$ cat config.mk
export PLATFORM = sky130hd
export DESIGN_NAME = bnn_top
export DESIGN_NICKNAME = d
export VERILOG_FILES = /design/src/rtl/bnn_pkg.sv /design/src/rtl/bnn_conv_pool_unit.sv /design/src/rtl/bnn_top.sv
export SDC_FILE = /design/constraint.sdc
export NUM_CORES = 2
export LEC_CHECK = 0
export BUFFER_PORTS_ARGS = -buffer_cell sky130_fd_sc_hd__buf_2
export CAP_MARGIN = 20
export CORE_MARGIN = 5
export CORE_UTILIZATION = 25
export DETAILED_ROUTE_END_ITERATION = 8
export PLACE_DENSITY = 0.34
export SYNTH_ARGS = -nofsm -noshare
export SYNTH_HDL_FRONTEND = slang
export SYNTH_HIERARCHICAL = 1
export SYNTH_SLANG_ARGS = --single-unit
$ cat constraint.sdc
create_clock -name clk -period 20.4 [get_ports clk]
set_input_delay 6.12 -clock clk [delete_from_list [all_inputs] [get_ports clk]]
set_output_delay 6.12 -clock clk [all_outputs]
set_load 0.1 [all_outputs]
$ cat src/rtl/bnn_pkg.sv
// bnn_pkg: shared constants, FSM state encoding and phase-length helper for
// the binary neural network inference core (bnn_top).
package bnn_pkg;

  localparam int IMG_W    = 28;
  localparam int K        = 3;
  localparam int CONV_W   = IMG_W - K + 1;      // 26
  localparam int POOL_W   = CONV_W / 2;         // 13
  localparam int N_POOL   = POOL_W * POOL_W;    // 169 features per channel
  localparam int N_FEAT   = 2 * N_POOL;         // 338
  localparam int N_CLS    = 10;
  localparam int CONV_THR = 5;
  localparam int N_PIX    = IMG_W * IMG_W;      // 784
  localparam int SCORE_W  = 9;
  localparam int CNT_W    = 10;

  // Phase lengths in cycles. ARGMAX spans two cycles: result register, then done.
  localparam int LEN_IMG    = N_PIX;
  localparam int LEN_W      = K * K;
  localparam int LEN_WAIT   = 1;
  localparam int LEN_CONV   = N_POOL;
  localparam int LEN_FC     = N_FEAT;
  localparam int LEN_DRAIN  = 1;
  localparam int LEN_ARGMAX = 2;

  typedef enum logic [3:0] {
    S_IDLE, S_IMG, S_W0, S_W1, S_WAIT, S_CONV, S_FC, S_DRAIN, S_ARGMAX
  } state_e;

  // Value of the phase counter in the final cycle of a state.
  function automatic logic [CNT_W-1:0] phase_last(input state_e s);
    case (s)
      S_IMG:    return CNT_W'(LEN_IMG - 1);
      S_W0:     return CNT_W'(LEN_W - 1);
      S_W1:     return CNT_W'(LEN_W - 1);
      S_WAIT:   return CNT_W'(LEN_WAIT - 1);
      S_CONV:   return CNT_W'(LEN_CONV - 1);
      S_FC:     return CNT_W'(LEN_FC - 1);
      S_DRAIN:  return CNT_W'(LEN_DRAIN - 1);
      S_ARGMAX: return CNT_W'(LEN_ARGMAX - 1);
      default:  return '0;
    endcase
  endfunction

endpackage

$ cat src/rtl/bnn_conv_pool_unit.sv
// bnn_conv_pool_unit: combinational 3x3 XNOR-popcount conv over the four
// positions of a 2x2 pool window, followed by OR (binary max) pooling.
//   win_i    : 4x4 image window, [row][col]
//   kern_i   : 3x3 kernel, bit r*3+c = k[r][c]
//   pooled_o : pooled feature bit
module bnn_conv_pool_unit
  import bnn_pkg::*;
(
  input  logic [3:0][3:0] win_i,
  input  logic [K*K-1:0]  kern_i,
  output logic            pooled_o
);

  logic [3:0] conv;

  for (genvar dy = 0; dy < 2; dy++) begin : g_dy
    for (genvar dx = 0; dx < 2; dx++) begin : g_dx
      logic [K*K-1:0] match;
      for (genvar r = 0; r < K; r++) begin : g_r
        for (genvar c = 0; c < K; c++) begin : g_c
          assign match[r*K+c] = ~(win_i[dy+r][dx+c] ^ kern_i[r*K+c]);
        end
      end
      assign conv[dy*2+dx] = ($countones(match) >= CONV_THR);
    end
  end

  assign pooled_o = |conv;

endmodule

$ cat src/rtl/bnn_top.sv
// bnn_top: BNN inference core for 28x28 binary digits.
// Streams image, two 3x3 kernels and ten FC weight streams, then runs
// conv+pool (one pooled position per cycle), FC popcount and argmax.
//   clk, rstn          : clock, synchronous active-low reset
//   start              : begin inference (IDLE only)
//   image_in           : pixel stream, row-major, one per IMG cycle
//   weight_conv_in     : kernel bit, one cycle after weight_en_0/1
//   weight_fc_*_in     : FC weight bits, one cycle after fc_ivalid
//   weight_en_0/1      : kernel-0/1 bit request
//   fc_ivalid          : FC weight request
//   done               : one-cycle result pulse
//   classes_b          : winning class
// Optional: define BNN_SCORE_OUT_EN to add score_max (winning popcount).
module bnn_top
  import bnn_pkg::*;
(
  input  logic       clk,
  input  logic       rstn,
  input  logic       start,
  input  logic       image_in,
  input  logic       weight_conv_in,
  input  logic       weight_fc_0_in,
  input  logic       weight_fc_1_in,
  input  logic       weight_fc_2_in,
  input  logic       weight_fc_3_in,
  input  logic       weight_fc_4_in,
  input  logic       weight_fc_5_in,
  input  logic       weight_fc_6_in,
  input  logic       weight_fc_7_in,
  input  logic       weight_fc_8_in,
  input  logic       weight_fc_9_in,
  output logic       weight_en_0,
  output logic       weight_en_1,
  output logic       fc_ivalid,
  output logic       done,
  output logic [3:0] classes_b
`ifdef BNN_SCORE_OUT_EN
  ,
  output logic [SCORE_W-1:0] score_max
`endif
);

  state_e                          state_q, state_d;
  logic [CNT_W-1:0]                cnt_q, cnt_d;
  logic [3:0]                      pr_q, pc_q;
  logic [N_PIX-1:0]                img_q;
  logic [1:0][K*K-1:0]             kern_q;
  logic [N_FEAT-1:0]               feat_q;
  logic                            cap_vld_q, cap_ch_q;
  logic [3:0]                      cap_bit_q;
  logic                            fc_vld_q, fbit_q;
  logic [N_CLS-1:0][SCORE_W-1:0]   score_q;
  logic [3:0]                      classes_q;
  logic [N_CLS-1:0]                wfc;
  logic [3:0][3:0]                 win;
  logic [1:0]                      pooled;
  logic [3:0]                      best_idx;
  logic [SCORE_W-1:0]              best_val;

  assign wfc = {weight_fc_9_in, weight_fc_8_in, weight_fc_7_in, weight_fc_6_in,
                weight_fc_5_in, weight_fc_4_in, weight_fc_3_in, weight_fc_2_in,
                weight_fc_1_in, weight_fc_0_in};

  // ---- FSM: state register ----
  always_ff @(posedge clk) begin
    if (!rstn) begin
      state_q <= S_IDLE;
      cnt_q   <= '0;
    end else begin
      state_q <= state_d;
      cnt_q   <= cnt_d;
    end
  end

  // ---- FSM: next state ----
  always_comb begin
    logic last;
    last    = (cnt_q == phase_last(state_q));
    state_d = state_q;
    case (state_q)
      S_IDLE:   if (start) state_d = S_IMG;
      S_IMG:    if (last)  state_d = S_W0;
      S_W0:     if (last)  state_d = S_W1;
      S_W1:     if (last)  state_d = S_WAIT;
      S_WAIT:   if (last)  state_d = S_CONV;
      S_CONV:   if (last)  state_d = S_FC;
      S_FC:     if (last)  state_d = S_DRAIN;
      S_DRAIN:  if (last)  state_d = S_ARGMAX;
      S_ARGMAX: if (last)  state_d = S_IDLE;
      default:             state_d = S_IDLE;
    endcase
    // Phase counter restarts on every state change.
    cnt_d = (state_d != state_q || state_q == S_IDLE) ? '0 : cnt_q + 1'b1;
  end

  // ---- FSM: outputs ----
  always_comb begin
    weight_en_0 = (state_q == S_W0);
    weight_en_1 = (state_q == S_W1);
    fc_ivalid   = (state_q == S_FC);
    done        = (state_q == S_ARGMAX) && (cnt_q == CNT_W'(1));
  end

  // ---- Control registers ----
  always_ff @(posedge clk) begin
    if (!rstn) begin
      pr_q      <= '0;
      pc_q      <= '0;
      cap_vld_q <= 1'b0;
      cap_ch_q  <= 1'b0;
      cap_bit_q <= '0;
      fc_vld_q  <= 1'b0;
      score_q   <= '0;
      classes_q <= '0;
    end else begin
      // Pool position walks row-major over 13x13 during CONV.
      if (state_q == S_CONV) begin
        if (pc_q == 4'(POOL_W - 1)) begin
          pc_q <= '0;
          pr_q <= pr_q + 1'b1;
        end else begin
          pc_q <= pc_q + 1'b1;
        end
      end else begin
        pr_q <= '0;
        pc_q <= '0;
      end
      // Kernel responses arrive one cycle after the request.
      cap_vld_q <= (state_q == S_W0) || (state_q == S_W1);
      cap_ch_q  <= (state_q == S_W1);
      cap_bit_q <= cnt_q[3:0];
      fc_vld_q  <= (state_q == S_FC);
      if (state_q == S_IDLE && start) begin
        score_q <= '0;
      end else if (fc_vld_q) begin
        for (int j = 0; j < N_CLS; j++)
          score_q[j] <= score_q[j] + {{(SCORE_W-1){1'b0}}, ~(fbit_q ^ wfc[j])};
      end
      if (state_q == S_ARGMAX && cnt_q == '0) classes_q <= best_idx;
    end
  end

  // ---- Datapath storage (no reset needed; fully rewritten each run) ----
  always_ff @(posedge clk) begin
    if (state_q == S_IMG) img_q[cnt_q] <= image_in;
    if (cap_vld_q) kern_q[cap_ch_q][cap_bit_q] <= weight_conv_in;
    if (state_q == S_CONV) begin
      feat_q[cnt_q[8:0]]                <= pooled[0];
      feat_q[9'(N_POOL) + cnt_q[8:0]]   <= pooled[1];
    end
    // Feature bit is staged so it lines up with the weight response.
    fbit_q <= feat_q[cnt_q[8:0]];
  end

  // ---- 4x4 window at image (2*pr, 2*pc) ----
  for (genvar r = 0; r < 4; r++) begin : g_wr
    for (genvar c = 0; c < 4; c++) begin : g_wc
      logic [9:0] idx;
      assign idx       = 10'((2 * pr_q + r) * IMG_W + 2 * pc_q + c);
      assign win[r][c] = img_q[idx];
    end
  end

  for (genvar ch = 0; ch < 2; ch++) begin : g_ch
    bnn_conv_pool_unit u_cpu (
      .win_i    (win),
      .kern_i   (kern_q[ch]),
      .pooled_o (pooled[ch])
    );
  end

  // ---- Argmax: strict > keeps the lowest index on ties ----
  always_comb begin
    best_idx = '0;
    best_val = score_q[0];
    for (int j = 1; j < N_CLS; j++) begin
      if (score_q[j] > best_val) begin
        best_val = score_q[j];
        best_idx = 4'(j);
      end
    end
  end

  assign classes_b = classes_q;

`ifdef BNN_SCORE_OUT_EN
  logic [SCORE_W-1:0] score_max_q;
  always_ff @(posedge clk) begin
    if (!rstn)                                    score_max_q <= '0;
    else if (state_q == S_ARGMAX && cnt_q == '0)  score_max_q <= best_val;
  end
  assign score_max = score_max_q;
`endif

endmodule

Yosys cells after proc, flatten, opt, wreduce, memory -nomap -nowiden
Memory sizes are Yosys's and may differ from the RTL's. A register that Yosys moved wholly into a read port is not among the register bits.
Cells that the tools add are included.
{ "word_totals": {"mem_count": 1, "romBits": 160, "ff_bits": 1264, "in_bits": 15, "elab_cells": 441} }
{ "op_classes": {"muxes": 76, "add_sub_neg": 97, "mul": 4, "bitwise_logic": 166, "eq_ne": 12, "n_reduce_logical": 18, "magnitude_cmp": 43} }
{ "memory_table": {"columns": ["name", "words", "width", "rd", "rd_clocked_by_memory_dff", "write_ports", "line_no", "text"], "rows": [
  ["(no name shown)", 16, 10, 1, 1, 0, "bnn_pkg.sv:32", "case (s)"]
]} }
{ "op_table": {"columns": ["operator", "n"], "rows": [
  ["784-bit bitwise mux", 1],
  ["32-bit adder", 24],
  ["338-bit bitwise mux", 2],
  ["32-bit by 1-bit adder with 32-bit output", 8],
  ["32-bit by 4-bit greater-or-equal comparator with 1-bit output, second input constant", 8],
  ["10-bit by 11-bit less-than comparator with 1-bit output, second input constant", 17],
  ["1-bit binary-select mux with 10-bit select", 16],
  ["9-bit by 1-bit adder with 9-bit output", 10],
  ["1-bit inverter", 84],
  ["1-bit XOR", 82],
  ["9-bit > comparator", 9],
  ["9-bit 2-to-1 mux", 9],
  ["10-bit by 2-bit adder with 10-bit output, second input constant", 8],
  ["4-bit 2-to-1 mux", 18],
  ["1-bit by 1-bit adder with 2-bit output", 32],
  ["10-bit by 1-bit adder with 10-bit output, second input constant", 5],
  ["10-bit by 5-bit adder with 10-bit output", 4],
  ["4-bit case mux with 9 select lines", 1],
  ["6-bit by 3-bit multiplier with 8-bit output, second input constant", 3],
  ["1-bit 2-to-1 mux", 22],
  ["9-bit by 10-bit less-than comparator with 1-bit output, second input constant", 2],
  ["18-bit bitwise mux", 1],
  ["1-bit demux with 9-bit select", 2],
  ["9-bit by 1-bit greater-or-equal comparator with 1-bit output, second input constant", 2],
  ["other kinds (29)", 46]
]} }

Logic depth before layout (Yosys ltp)
{ "logic_depth": {"depth_word": 18, "ltp_mapped": 94} }

Modules after synthesis
The synthesis kept the hierarchy.
{ "modules_own_cells": {"columns": ["mod", "seq_area_each_um2", "cells_each", "n_inst", "area_each_um2"], "rows": [
  ["bnn_top", 36835.3, 6989, 1, 90734.5],
  ["bnn_conv_pool_unit", 0.0, 127, 2, 1209.9]
]} }

Least setup slack after synthesis
OpenSTA, ideal clock, no wires.
{ "synth_timing": {"kind": "register -> register", "startpoint": "reg score_q[6] (netlist bit)", "endpoint": "reg classes_q[1] (netlist: classes_b[1])", "stages_incl_launch_ff": 91, "period_less_slack_ns": 16.890, "arrival_ns": 16.831, "path_buffers": 5, "path_slack_ns": 3.510, "cell_sequence": "dfxtp_1 inv_1 ha_1 nand4_2 o31ai_2 mux2i_1 ha_1 and4_1 and2_1 a31oi_2 o32ai_4 mux2i_1 inv_1 ha_1 and4_1 clkbuf_1 o211ai_1 a221oi_1 [... 55 more ...] nand2b_1 a21oi_1 a41oi_2 clkbuf_1 a221oi_1 ha_1 nor2b_1 o21a_1 o21a_1 o21a_1 o21a_1 o21a_1 o21ai_0 nand2b_1 a21oi_1 o21ai_0 nor2_1 a31o_1"} }
{ "synth_via": {"elab_chain_cells": 18} }
{ "synth_rtl": {"columns": ["item", "line_no", "text"], "rows": [
  ["start, declared", "bnn_top.sv:52", "logic [N_CLS-1:0][SCORE_W-1:0] score_q;"],
  ["start signal, assigned by index", "bnn_top.sv:137", "score_q[j] <= score_q[j] + {{(SCORE_W-1){1'b0}}, ~(fbit_q ^ wfc[j])};"],
  ["9-bit > comparator", "bnn_top.sv:177", "if (score_q[j] > best_val) begin"],
  ["9-bit 2-to-1 mux *", "bnn_top.sv:177", null],
  ["9-bit > comparator", "bnn_top.sv:177", null],
  ["9-bit 2-to-1 mux", "bnn_top.sv:177", null],
  ["9-bit > comparator", "bnn_top.sv:177", null],
  ["9-bit 2-to-1 mux", "bnn_top.sv:177", null],
  ["9-bit > comparator", "bnn_top.sv:177", null],
  ["9-bit 2-to-1 mux", "bnn_top.sv:177", null],
  ["[... 2 more ...]", null, null],
  ["9-bit > comparator", "bnn_top.sv:177", null],
  ["9-bit 2-to-1 mux", "bnn_top.sv:177", null],
  ["9-bit > comparator", "bnn_top.sv:177", null],
  ["9-bit 2-to-1 mux", "bnn_top.sv:177", null],
  ["9-bit > comparator", "bnn_top.sv:177", null],
  ["9-bit 2-to-1 mux", "bnn_top.sv:177", null],
  ["9-bit > comparator", "bnn_top.sv:177", null],
  ["4-bit 2-to-1 mux *", "bnn_top.sv:177", null],
  ["end signal, assigned", "bnn_top.sv:139", "if (state_q == S_ARGMAX && cnt_q == '0) classes_q <= best_idx;"],
  ["end, declared", "bnn_top.sv:53", "logic [3:0] classes_q;"]
]} }
Mark *: on every way between the ends. The rest lies on a longest branch, timed or not.
A chain may end at the register's enable or synchronous reset.

Worst setup path after layout
{ "layout_timing": {"startpoint": "reg score_q[6] (netlist bit)", "endpoint": "reg classes_q[2] (netlist: classes_b[2])"} }
{ "layout_via": {"elab_chain_cells": 18} }
{ "layout_rtl": {"columns": ["item", "line_no"], "rows": [
  ["9-bit > comparator", "bnn_top.sv:177"],
  ["9-bit 2-to-1 mux *", "bnn_top.sv:177"],
  ["9-bit > comparator", "bnn_top.sv:177"],
  ["9-bit 2-to-1 mux *", "bnn_top.sv:177"],
  ["9-bit > comparator", "bnn_top.sv:177"],
  ["9-bit 2-to-1 mux", "bnn_top.sv:177"],
  ["9-bit > comparator", "bnn_top.sv:177"],
  ["9-bit 2-to-1 mux", "bnn_top.sv:177"],
  ["[... 2 more ...]", null],
  ["9-bit > comparator", "bnn_top.sv:177"],
  ["9-bit 2-to-1 mux", "bnn_top.sv:177"],
  ["9-bit > comparator", "bnn_top.sv:177"],
  ["9-bit 2-to-1 mux", "bnn_top.sv:177"],
  ["9-bit > comparator", "bnn_top.sv:177"],
  ["9-bit 2-to-1 mux", "bnn_top.sv:177"],
  ["9-bit > comparator", "bnn_top.sv:177"],
  ["4-bit 2-to-1 mux *", "bnn_top.sv:177"]
]} }
Marked as above.

==> flow_summary.ini <==
[status]
status = finished clean

[final_layout]
syn2layout_area_growth_pct = 12.8
multi_input_area_um2 = 53600
final_nets = 7164
layout_common_cells = mux4_2 (1328), nor2_1 (1310), edfxtp_1 (1140)
layout.cells.non_filler = 12000
fill_cells = 37900
final_area_um2 = 105000
drive_gt1_share_pct = 29.7
final_common_cell = mux4_2
ff_latch_area_um2 = 36900

[worst_hold_path]
worstHoldStart = score_q[89]
hp-class = reg -> reg
min_path_cells = 2
holdPathEnd = score_q[89]

[place]
routabilityCongestion = 0.841
place_hpwl_mm = 260
dp_slack_ps = 415
io_buffers = 22
dp.cells = 11700
placed_cell_area_um2 = 99500

[power_and_ir_drop]
switching_share_pct = 27.4
switchingPower_mw = 1.77
power_leakage_nw = 29.2
peakVddDrop_mv = 0.0527
p_int_mw = 4.69
seqPwrFrac_pct = 44.3
clock_power_share_pct = 46.8
p_comb_share_pct = 8.9
p_per_area_nw_per_um2 = 61.5

[sta]
finalHoldWorstSlack_ps = 518
min_period_ps = 18590
fin_ws_ps = 1810
setup_tns_ps = 0
post-route-period-util_pct = 91.1
grt_setup_unrepaired = false
skew_ps = 104
relSlewSlack_pct = 18.0
setup_viol = 0
tightestPinTransition_ps = 1230
drv_slew = 0
hold_viol_final = 0
max_freq_mhz = 53.8

[flow_run]
cap_violations = 0

[clock_tree]
htreeDepth = 4
root_buffer = clkbuf_16
clock_path_buffers = 4
clk_pin_slew_ps = 60
clock-sinks = 1270
cts_tree = yes
hold_buffers = 0
clk_latency_ps = 920
cts_buffers = 173

[route]
ant_nets = 0
drc = 0
avgViaCountPerCell = 5.86
wirelength_mm = 429
via_count = 70600
drt-wirelength-per-cell_um = 35.6
dr.pass1.iters = 6
drt_iter0_markers = 8527

[die]
dieArea_um2 = 385000
die_w_um = 620
initial_core_util_pct = 25.1
num_rows = 224
core-area_um2 = 372000
ios = 23
die_y_um = 620

[synthesis]
synth_top_area_share_pct = 36.7
synth_cell_types = 90
ys_seq_area_share_pct = 39.5
syn_area_um2 = 93200
synth_flop_cell = edfxtp_1
synthTopCellsByArea = edfxtp_1 (37%), mux4_2 (32%), nor2_1 (5.3%), dfxtp_1 (2.8%), clkbuf_1 (2.6%)
synth_top_area_cell = edfxtp_1
ys_warn_count = 6
postSynthCellCount = 7243
synth_nets = 7475
ys_ff_latch = 1270
synth_edf_count = 1140
synthArstFlopShare_pct = 0
syn_area_per_cell_um2 = 12.9

[critical_path]
cp.arrival_ps = 19430
slowest_stage = mux2_2
cp.required_ps = 21240
r2r-end = classes_b[2]
critical_path.most_common_cell = o21a_1
start_kind = flop
crit_fanout = 19
max_stage_delay_ps = 430
rrSetupSlack_ps = 1810
critPathCaptureType = flop
crit_type = reg -> reg
reg2reg_from = score_q[6]
reg2reg_depth = 88

[grt]
grt_use_total_pct = 21.7
grt_first_pass_wirelength_mm = 589
overflow = 0
grt_pass1_vias = 69500
grt_max_degree = 198
antenna_found_initial = 15
[stage by stage]
| step | util [%] | power, mW |
|---|---|---|
| after global placement | 26.7 | 3.49 |
| after detailed placement | 26.8 | 3.49 |
| after CTS | 28.2 | 6.55 |
| after floorplan | - | 3.20 |
| final | 28.3 | 6.47 |
| after global routing | 28.3 | 6.67 |
[power groups by stage]
stage               Clock [mW]  Sequential, mW  Combinational (mW)
floorplan                    0            2.89               0.313
CTS                       3.11            2.87               0.569
global placement             0            2.92               0.566
global route              3.20            2.87               0.597
finish                    3.02            2.87               0.575
detailed placement           0            2.92               0.568
[layer usage]
metal / global-route usage, % / routed length, um
met3: 3.91 / 31900
met5: 0 / 16
met2: 35.6 / 204000
met1: 28.8 / 176000
met4: 7.23 / 16800
[critical path, delay by kind of cell, from the launching register on]
family,cells,cell delay [ps]
AO/OA/AOI/OAI,50,9920
adder cells (fa/ha/maj),9,2670
buffers and inverters,5,510
flip-flops,1,370
multiplexers,8,2440
AND/OR/NAND/NOR,16,2600
[timing repair]
| item | 4_1_cts | 5_1_grt |
|---|---|---|
| endpoints found under the setup margin | 0 | 4 |
| gates resized for setup | 0 | 11 |
| buffers inserted | 0 | 10 |
[state kept, by name, summed over array words and instances (netlist names), named ones only]
| name | flops |
|---|---|
| state_q | 4 |
| feat_q | 338 |
| kern_q | 18 |
| classes_b | 4 |
| cap_ch_q | 1 |
| fc_vld_q | 1 |
| pr_q | 4 |
| cap_vld_q | 1 |
| fbit_q | 1 |
| cap_bit_q | 4 |
| score_q | 90 |
| cnt_q | 10 |
| img_q | 784 |
| pc_q | 4 |
[cells in the mapped netlist (all sizes together), types with 21 or more instances]
cell type	number
mux2i	136
o211ai	21
a21oi	121
and3	50
edfxtp	1140
o21ai	69
nor2	1315
buf	143
a22oi	311
nand2	320
xnor2	136
dfxtp	130
a211oi	29
nand4	53
fa	51
and2	30
xor2	115
nand3	66
mux4	1328
inv	154
ha	166
nor2b	41
nor3	67
mux2	65
clkbuf	641
a21o	25
o22ai	349
[cell families after synthesis]
kind of cell | after synthesis | synth area share [%]
xor+xnor | 251 | 2.36
compound gates | 1006 | 7.36
fa+ha+maj | 218 | 3.34
flops | 1270 | 39.5
buf+inv | 938 | 3.86
mux | 1529 | 34.4
simple gates | 2031 | 9.18
[layout make-up]
cell class,count,share of cell area (%)
well taps,4972,5.92
clock inverters,79,0.702
repair buffers,298,2.33
diodes,8,0.0191
multi-input cells,5035,51.0
inverters,154,0.552
clock buffers,232,4.40
flip-flops and latches,1270,35.1
[how the worst max path moves through the flow]
stage | startpoint | to
global placement | score_q[6] | classes_b[1]
global route | score_q[6] | classes_b[2]
floorplan | score_q[6] | classes_b[1]
finish | score_q[6] | classes_b[2]
CTS | score_q[6] | classes_b[2]
detailed placement | score_q[6] | classes_b[2]
Power figures use the tool's default switching activity.
